<file path="src/rtl/pc_pkg.sv">
// Shared definitions for the fetch program-counter unit: default vectors,
// the per-fetch increment and the redirect source encoding.
package pc_pkg;

    localparam int unsigned PC_AW_DEF      = 32;
    localparam logic [31:0] RESET_VEC_DEF  = 32'h0000_0000;
    localparam logic [31:0] EXC_VEC_DEF    = 32'h8000_0180;
    localparam int unsigned INC_DEF        = 4;

    // Which request won the redirect arbitration this cycle.
    typedef enum logic [2:0] {
        SRC_NONE = 3'd0,
        SRC_EXC  = 3'd1,
        SRC_ERET = 3'd2,
        SRC_BR   = 3'd3,
        SRC_JMP  = 3'd4
    } redir_src_t;

    // Word-alignment test on the two low address bits.
    function automatic logic low_bits_set(input logic [1:0] addr_lo);
        return |addr_lo;
    endfunction

endpackage

</file>
<file path="src/rtl/pc_redirect_arb.sv">
// Combinational priority encoder for PC redirect requests.
// Priority: exception > ERET > branch > jump. ERET targets the saved EPC.
module pc_redirect_arb
    import pc_pkg::*;
#(
    parameter int unsigned   AW      = PC_AW_DEF,
    parameter logic [AW-1:0] EXC_VEC = AW'(EXC_VEC_DEF)
) (
    input  logic          exc_en,
    input  logic          eret_en,
    input  logic [AW-1:0] epc,
    input  logic          branch_taken,
    input  logic [AW-1:0] branch_target,
    input  logic          jump_en,
    input  logic [AW-1:0] jump_target,
    output logic          redir_valid,
    output redir_src_t    redir_src,
    output logic [AW-1:0] redir_target
);

    // Pick the highest-priority live request and its target address.
    always_comb begin
        // NOTE: every output gets a default before the if-chain so no path
        // leaves a signal unassigned, which would otherwise infer a latch.
        redir_valid  = 1'b0;
        redir_src    = SRC_NONE;
        redir_target = '0;
        if (exc_en) begin
            redir_valid  = 1'b1;
            redir_src    = SRC_EXC;
            redir_target = EXC_VEC;
        end else if (eret_en) begin
            redir_valid  = 1'b1;
            redir_src    = SRC_ERET;
            redir_target = epc;
        end else if (branch_taken) begin
            redir_valid  = 1'b1;
            redir_src    = SRC_BR;
            redir_target = branch_target;
        end else if (jump_en) begin
            redir_valid  = 1'b1;
            redir_src    = SRC_JMP;
            redir_target = jump_target;
        end
    end

endmodule

</file>
<file path="src/rtl/pc_unit.sv">
// Fetch program counter for the 5-stage pipeline. Advances by INC per
// cycle, redirects on exception/ERET/branch/jump, and parks one redirect
// while the pipeline is stalled so it is applied on stall release.
module pc_unit
    import pc_pkg::*;
#(
    parameter int unsigned   AW        = PC_AW_DEF,
    parameter logic [AW-1:0] RESET_VEC = AW'(RESET_VEC_DEF),
    parameter logic [AW-1:0] EXC_VEC   = AW'(EXC_VEC_DEF),
    parameter int unsigned   INC       = INC_DEF
) (
    input  logic          Clk,
    input  logic          Reset,
    input  logic          Stall,
    input  logic          ExcEn,
    input  logic [AW-1:0] ExcPC,
    input  logic          EretEn,
    input  logic          BranchTaken,
    input  logic [AW-1:0] BranchTarget,
    input  logic          JumpEn,
    input  logic [AW-1:0] JumpTarget,
    output logic [AW-1:0] PCResult,
    output logic [AW-1:0] PCPlusInc,
    output logic [AW-1:0] EPC,
    output logic          RedirPending,
    output logic          Misaligned
);

    logic          redir_valid;
    redir_src_t    redir_src;
    logic [AW-1:0] redir_target;

    logic [AW-1:0] pend_target;
    logic [AW-1:0] pc_next;
    logic [AW-1:0] epc_next;
    logic          pend_next;
    logic [AW-1:0] pend_target_next;

    pc_redirect_arb #(
        .AW      (AW),
        .EXC_VEC (EXC_VEC)
    ) u_arb (
        .exc_en        (ExcEn),
        .eret_en       (EretEn),
        .epc           (EPC),
        .branch_taken  (BranchTaken),
        .branch_target (BranchTarget),
        .jump_en       (JumpEn),
        .jump_target   (JumpTarget),
        .redir_valid   (redir_valid),
        .redir_src     (redir_src),
        .redir_target  (redir_target)
    );

    // Sequential increment wraps naturally at 2^AW; alignment is flag-only.
    assign PCPlusInc  = PCResult + AW'(INC);
    assign Misaligned = low_bits_set(PCResult[1:0]);

    // Next-state selection for PC, EPC and the one-deep parked redirect.
    always_comb begin
        pc_next          = PCResult;
        epc_next         = EPC;
        pend_next        = RedirPending;
        pend_target_next = pend_target;
        if (redir_src == SRC_EXC) begin
            // Exceptions bypass the stall and drop anything parked.
            pc_next   = redir_target;
            epc_next  = ExcPC;
            pend_next = 1'b0;
        end else if (!Stall) begin
            // A live request supersedes the parked one; the buffer drains either way.
            if (redir_valid) begin
                pc_next = redir_target;
            end else if (RedirPending) begin
                pc_next = pend_target;
            end else begin
                pc_next = PCPlusInc;
            end
            pend_next = 1'b0;
        end else if (redir_valid) begin
            // Stalled: hold PC, park the winner (newer request overwrites older).
            pend_next        = 1'b1;
            pend_target_next = redir_target;
        end
    end

    // State registers with asynchronous active-high reset.
    always_ff @(posedge Clk or posedge Reset) begin
        // NOTE: clocked state uses non-blocking assignments so every register
        // samples the pre-edge values, independent of statement order.
        if (Reset) begin
            PCResult     <= RESET_VEC;
            EPC          <= '0;
            RedirPending <= 1'b0;
            pend_target  <= '0;
        end else begin
            PCResult     <= pc_next;
            EPC          <= epc_next;
            RedirPending <= pend_next;
            pend_target  <= pend_target_next;
        end
    end

endmodule

</file>
<file path="config.mk">
export PLATFORM = sky130hd
export DESIGN_NAME = pc_unit
export DESIGN_NICKNAME = d
export VERILOG_FILES = /design/src/rtl/pc_pkg.sv /design/src/rtl/pc_redirect_arb.sv /design/src/rtl/pc_unit.sv
export SDC_FILE = /design/constraint.sdc
export NUM_CORES = 1
export LEC_CHECK = 0
export CAP_MARGIN = 25
export CELL_PAD_IN_SITES_DETAIL_PLACEMENT = 0
export CELL_PAD_IN_SITES_GLOBAL_PLACEMENT = 2
export CORE_MARGIN = 5
export CORE_UTILIZATION = 27
export DETAILED_ROUTE_END_ITERATION = 16
export HOLD_SLACK_MARGIN = 0.05
export MAX_ROUTING_LAYER = met4
export PLACE_DENSITY = 0.84
export SETUP_SLACK_MARGIN = 0.05
export SLEW_MARGIN = 0
export SYNTH_ARGS = -nofsm -noshare
export SYNTH_HDL_FRONTEND = slang
export SYNTH_SLANG_ARGS = --single-unit
export TNS_END_PERCENT = 30
</file>
<file path="constraint.sdc">
create_clock -name Clk -period 4.6 [get_ports Clk]
set_clock_uncertainty 0.1 [all_clocks]
set_input_delay 0.92 -clock Clk [delete_from_list [all_inputs] [get_ports Clk]]
set_output_delay 0.92 -clock Clk [all_outputs]
set_load 0.01 [all_outputs]
</file>
==> run_results.csv, run 1 <==
group,metric,value,unit
run_status,status,"completed",
timing,fin_crit_sh,0.845,
timing,setup_viol,0,
floorplan,fp-row-count,54,
setup_path,cp-end-kind,"output pin",
synth,syn-cell-area,0.00591,sq mm
drt,via_per_inst,5.04,
synth,synth_nets,768,
cts,h-tree-depth,3,
cells_and_area,layout_commonest_cell,"clkdlybuf4s50_1",
place,postPlaceCellArea,0.00804,sq mm
cts,cts_resized,0,
place,pre_cts_ws,0.905,ns
setup_path,crit_fanout,8,
flow_run,drv_cap,0,
cells_and_area,layout_common_cells,"clkdlybuf4s50_1, nand2_1, dfrtp_1",
setup_path,worstPathCellList,"ha_1, and4_4, nand2_2, nor3_2, and2_1, xor2_1, clkdlybuf4s50_1",
cts,postCtsHoldBufs,0,
cells_and_area,instances_no_fill,1117,
timing,rsz0062_at_grt,"no",
cts,tritoncts,"done",
cells_and_area,n_fill_cell,2191,
timing,fin_crit,3.89,ns
cts,clk_pin_slew,0.07,ns
global_routing,grtUsageTotal,0.182,
timing,tightest_slew,1.12,ns
synth,synth.distinct_cells,64,
synth,synthFlopType,"dfrtp_1",
power,ir_drop,0.182,mV
drt,dr.pass1.iters,8,
setup_path,required,3.58,ns
synth,synthArstFlopShare,1.00,
drt,first_iter_violations,321,
global_routing,grt_max_degree,87,
synth,yosys_warnings,0,
place,io_buffers,200,
drt,maxUsedRoutingLayer,"met4",
timing,slew-limit-headroom,0.248,
worst_hold_path,holdCritPathClass,"register to register",
drt,met2_length,9540,microns
cts,cts_root_buffer,"clkbuf_16",
cts,clk_path_buf_depth,2,
place,hpwl,16900,microns
synth,postSynthAreaPerCell,8.91,sq um
timing,slew_violations,0,
cts,insertion_delay,0.36,ns
synth,syn_inst,664,
floorplan,io-pin-count,201,
cts,cts_sinks,97,
synth,synth_edf_count,0,
timing,tns,0,ns
setup_path,crit_path_top_delay_cell,"clkdlybuf4s50_1",
cells_and_area,drive_above_1_share,0.0884,
drt,wl_met3,1500,microns
cts,cts_setup_buffers,0,
drt,num_vias,5625,
synth,synth_area_leader_cell,"dfrtp_1",
drt,wl_per_cell,20.2,microns
timing,fmax,257,MHz
global_routing,grt_pass1_vias,5604,
setup_path,crit_buf_inv,1,
drt,wl_met1,11100,microns
setup_path,start_kind,"register",
floorplan,core_area,0.0217,sq mm
cells_and_area,syn2layout_area_growth,40.8,%
setup_path,cp_top_family,"simple AND/OR/NAND/NOR gates",
setup_path,arrival,2.87,ns
power,p_total,2.35,mW
setup_path,crit_type,"register to output pin",
synth,ys_seq_area_frac,0.410,
synth,netlist_top_cells_area,"dfrtp_1, nand2_1, mux2_2",
synth,yosysTopAreaCellShare,0.410,
power,power_leakage,3.46,nW
global_routing,grt_overflow,0,
timing,final-hold-violation-count,0,
place,gp_congestion,0.854,
cts,numCtsBuffers,9,
floorplan,die-area,0.0250,sq mm
drt,ant_nets,0,
setup_path,max_stage_delay,0.55,ns
cells_and_area,final_area,0.00833,sq mm
drt,drc,0,
floorplan,die_h,158,microns
drt,routed_wl,22500,microns
power,power_density,282,mW/mm^2
floorplan,die_w,158,microns
synth,ys_ff_latch,97,
timing,fin_ws,0.712,ns
global_routing,antenna_found_initial,0,
global_routing,grt_pass1_wl,33800,microns
floorplan,start_util,0.273,
place,dpl.cell_count,1101,
cells_and_area,nets,936,
cells_and_area,n_antenna_cell,0,
==> power breakdown <==
| part | total [mW] | switching (mW) | internal (mW) |
|---|---|---|---|
| clock | 0.744 | 0.360 | 0.383 |
| combinational | 0.579 | 0.277 | 0.303 |
| sequential | 1.03 | 0.0874 | 0.940 |
| total | 2.35 | 0.724 | 1.63 |
==> routing by layer <==
layer  track usage  up-vias
met5             -        -
met2         0.258      196
met4        0.0520        0
li1              -     2728
met1         0.265     2679
met3        0.0350       22
==> kinds of logic (layout without fill, tap and decap cells) <==
group                      count (synthesis)  after routing  synth area share
AOI/OAI and AO/OA                        169            169             0.196
xor gates and xnor gates                  28             28            0.0415
adders and majority gates                  1              1           0.00212
buffers and inverters                     84            257            0.0694
DFF                                       97             97             0.410
muxes                                     28             28            0.0518
and+or+nand+nor                          257            257             0.229
==> cell type report <==
class                   instances  area (sq um)  area share
flip-flops and latches         97          2430       0.292
clock buffers                  10           239      0.0287
clock inverters                 6          42.5     0.00511
well taps                     280           350      0.0421
inverters                      29           111      0.0134
repair buffers                212          2080       0.250
multi-input cells             483          3080       0.369
==> synthesized netlist by cell type (4+ instances only) <==
cell      instances
nand2_1         117
dfrtp_1          97
o21ai_0          39
a21oi_1          34
nor2_1           31
inv_1            29
a221oi_1         25
nor3_1           24
buf_2            21
mux2_2           21
clkbuf_1         18
nand3b_1         16
xnor2_1          15
xor2_1           13
a31oi_1          10
nand4_1           9
nand3_1           8
a211o_1           7
buf_4             7
mux2i_1           7
nand2b_1          7
a21o_1            6
and2_1            6
and3_1            6
o22ai_1           6
a211oi_1          5
a221o_1           5
and4_1            5
or2_2             5
a22oi_1           4
buf_1             4
nor4_1            4
==> registers in the layout, indices dropped and copies added, names as in the netlist <==
register,flops
PCResult,32
RedirPending,1
pend_target,32
EPC,32
==> worst reg2reg max path, cell delays in order, from the launching register on <==
cell     delay, ns
dfrtp_1       0.52
nand4_1       0.31
nor3_1        0.53
nand4_1       0.27
mux2i_1       0.35
o22ai_1       0.13
==> path summary, 6_finish.rpt <==
kind / slack, ns / start / cells past startpoint / endpoint
max: 0.71 / PCResult[2] / 7 / PCPlusInc[30]
min: 0.37 / pend_target[4] / 2 / pend_target[4]
max reg2reg: 2.25 / PCResult[4] / 5 / PCResult[27]
min reg2reg: 0.37 / pend_target[4] / 2 / pend_target[4]
max in group asynchronous: 2.64 / Reset / 3 / EPC[9]
min in group asynchronous: 0.97 / Reset / 2 / PCResult[19]
==> metrics by stage <==
step           utilization  hold WS, ns
3_3_place_gp         0.371        0.353
3_5_place_dp         0.371        0.362
5_1_grt              0.384        0.395
2_1_floorplan            -        0.338
4_1_cts              0.384        0.379
6_report             0.384        0.374
(Power assumes the default switching activity.)
==> run 2: changes to the inputs <==
CORE_UTILIZATION = 24   (was 27)
PLACE_DENSITY = 0.79   (was 0.84)
clock period = 3.55 ns   (was 4.6 ns; I/O delays follow)
==> run 2 against run 1 <==
  * Clock-buffer cell count up 1
  * Sequential share of layout area down 0.95 points
  * Critical path type unchanged
  * Core utilization down 2.9 points
  * Register-to-register slack worse by 0.92 ns
  * Via count up 3.0%
  * First-iteration DRC count up 25%
  * Non-clock buffer count up 22
  * Critical path depth unchanged
  * Clock power up 42%
  * Cell count up 5.9%
  * Global-route usage down 0.83 points
  * Worst hold slack better by 0.0044 ns
==> run_results.csv, run 2 (synthesis gave the netlist of run 1 again) <==
group,metric,value,unit
setup_path,arrival,2.59,ns
setup_path,rrSetupSlack,1.33,ns
cells_and_area,n_fill_cell,2483,
cells_and_area,seqCellArea,0.00244,sq mm
cts,clk_path_buf_depth,2,
timing,fmax,294,MHz
cts,numCtsBuffers,9,
timing,tns,0,ns
timing,rsz0062_at_grt,"yes",
cts,tritoncts,"done",
global_routing,antenna_found_initial,0,
floorplan,fp-row-count,57,
setup_path,cp-end-kind,"output pin",
worst_hold_path,worstHoldStart,"pend_target[6]",
timing,final-hold-violation-count,0,
global_routing,grt_max_degree,43,
drt,num_vias,5792,
cells_and_area,nets,958,
drt,drc,0,
global_routing,grt_overflow,0,
timing,fin_crit,3.40,ns
floorplan,die_h,167,microns
place,hpwl,18500,microns
worst_hold_path,worstHoldPathCells,2,
setup_path,crit_type,"register to output pin",
cells_and_area,drive_above_1_share,0.128,
cts,clk_pin_slew,0.07,ns
timing,tightest_slew,0.823,ns
place,io_buffers,200,
cells_and_area,n_antenna_cell,0,
floorplan,core_area,0.0243,sq mm
floorplan,die-area,0.0279,sq mm
setup_path,r2r_start,"PCResult[2]",
cells_and_area,reg_top3,"EPC (32), PCResult (32), pend_target (32)",
drt,routed_wl,24000,microns
worst_hold_path,holdCritPathClass,"register to register",
timing,fin_crit_sh,0.959,
setup_path,r2r_cells,6,
drt,dr.pass1.iters,7,
flow_run,drv_cap,0,
cells_and_area,instances_no_fill,1183,
global_routing,grt_pass1_wl,37100,microns
timing,slew-limit-headroom,0.451,
timing,setup_viol,0,
drt,wl_per_cell,20.3,microns
power,power_leakage,3.58,nW
floorplan,start_util,0.243,
drt,first_iter_violations,400,
floorplan,io-pin-count,201,
worst_hold_path,whs_endpoint,"pend_target[6]",
global_routing,grt_pass1_vias,5865,
drt,ant_nets,0,
power,ir_drop,0.203,mV
setup_path,r2r-end,"PCResult[28]",
place,gp_congestion,0.844,
cells_and_area,multi_input_area,0.00311,sq mm
setup_path,crit_fanout,8,
power,power_density,367,mW/mm^2
cts,cts_sinks,97,
cells_and_area,layout_common_cells,"clkdlybuf4s50_1, nand2_1, dfrtp_1",
cells_and_area,layout_commonest_cell,"clkdlybuf4s50_1",
setup_path,start_kind,"register",
setup_path,required,2.74,ns
place,dpl.cell_count,1165,
run_status,status,"completed",
drt,via_per_inst,4.90,
timing,slew_violations,0,
floorplan,die_w,167,microns
cts,insertion_delay,0.35,ns
global_routing,grtUsageTotal,0.174,
cells_and_area,syn2layout_area_growth,46.1,%
cts,cts_root_buffer,"clkbuf_16",
cts,h-tree-depth,3,
run 2: cell types whose count changed in the layout (fill, tap and decap cells not counted), moves of 2 or more:
cell	delta
buf_12	+2
nor3_2	+5
nor3_1	-5
buf_4	+20
dfrtp_2	+7
clkinv_2	-2
dfrtp_1	-7
run 2: area by class of cell:
class,instances,area share
repair buffers,234,0.263
well taps,324,0.0469
inverters,29,0.0129
clock buffers,11,0.0281
clock inverters,5,0.00739
flip-flops and latches,97,0.282
multi-input cells,483,0.360
run 2: through the flow:
step | hold WS, ns | utilization | power, mW | setup WS, ns | instance area (sq um)
global route | 0.400 | 0.355 | 3.32 | -0.00810 | 8640
global placement | 0.355 | 0.340 | 2.14 | 0.328 | 8270
detailed placement | 0.363 | 0.340 | 2.14 | 0.315 | 8270
floorplan | 0.338 | - | 1.69 | 0.206 | 5910
CTS | 0.380 | 0.354 | 3.21 | -0.0154 | 8600
finish | 0.378 | 0.355 | 3.17 | 0.147 | 8640
run 2: worst max path at each step:
stage	slack [ns]	endpoint	from	cells after the start
global route	-0.008	PCPlusInc[26]	PCResult[2]	7
global placement	0.33	PCPlusInc[25]	PCResult[11]	5
detailed placement	0.32	PCPlusInc[25]	PCResult[15]	5
CTS	-0.02	PCPlusInc[22]	PCResult[2]	6
finish	0.15	PCPlusInc[26]	PCResult[2]	7
floorplan	0.21	EPC[0]	Reset	1
run 2: critical path: stages, from the launching register on:
cell and delay, ns:
dfrtp_2 0.42, ha_2 0.24, and4_4 0.29, nand2_2 0.17, nor3_2 0.26, buf_4 0.17
xor2_1 0.14, clkdlybuf4s50_1 0.55
run 2: power by group:
part / total, mW / leakage [nW] / internal [mW] / switching [mW]
clock: 1.06 / 0.146 / 0.573 / 0.482
sequential: 1.33 / 1.21 / 1.22 / 0.113
combinational: 0.784 / 2.22 / 0.408 / 0.376
run 2: what timing repair did:
item                                    CTS  global route
endpoints found under the setup margin    7            11
resized for setup                         5            10
buffers inserted                          0             2
pin swaps                                 0             1
hold buffers                              0             0
run 2: routing by layer:
metal,vias to the layer above,global-route usage,part of all wire
met2,235,0.243,0.42
met1,2769,0.260,0.50
li1,2770,-,-
met5,-,-,0
met3,18,0.0289,0.063
met4,0,0.0448,0.013
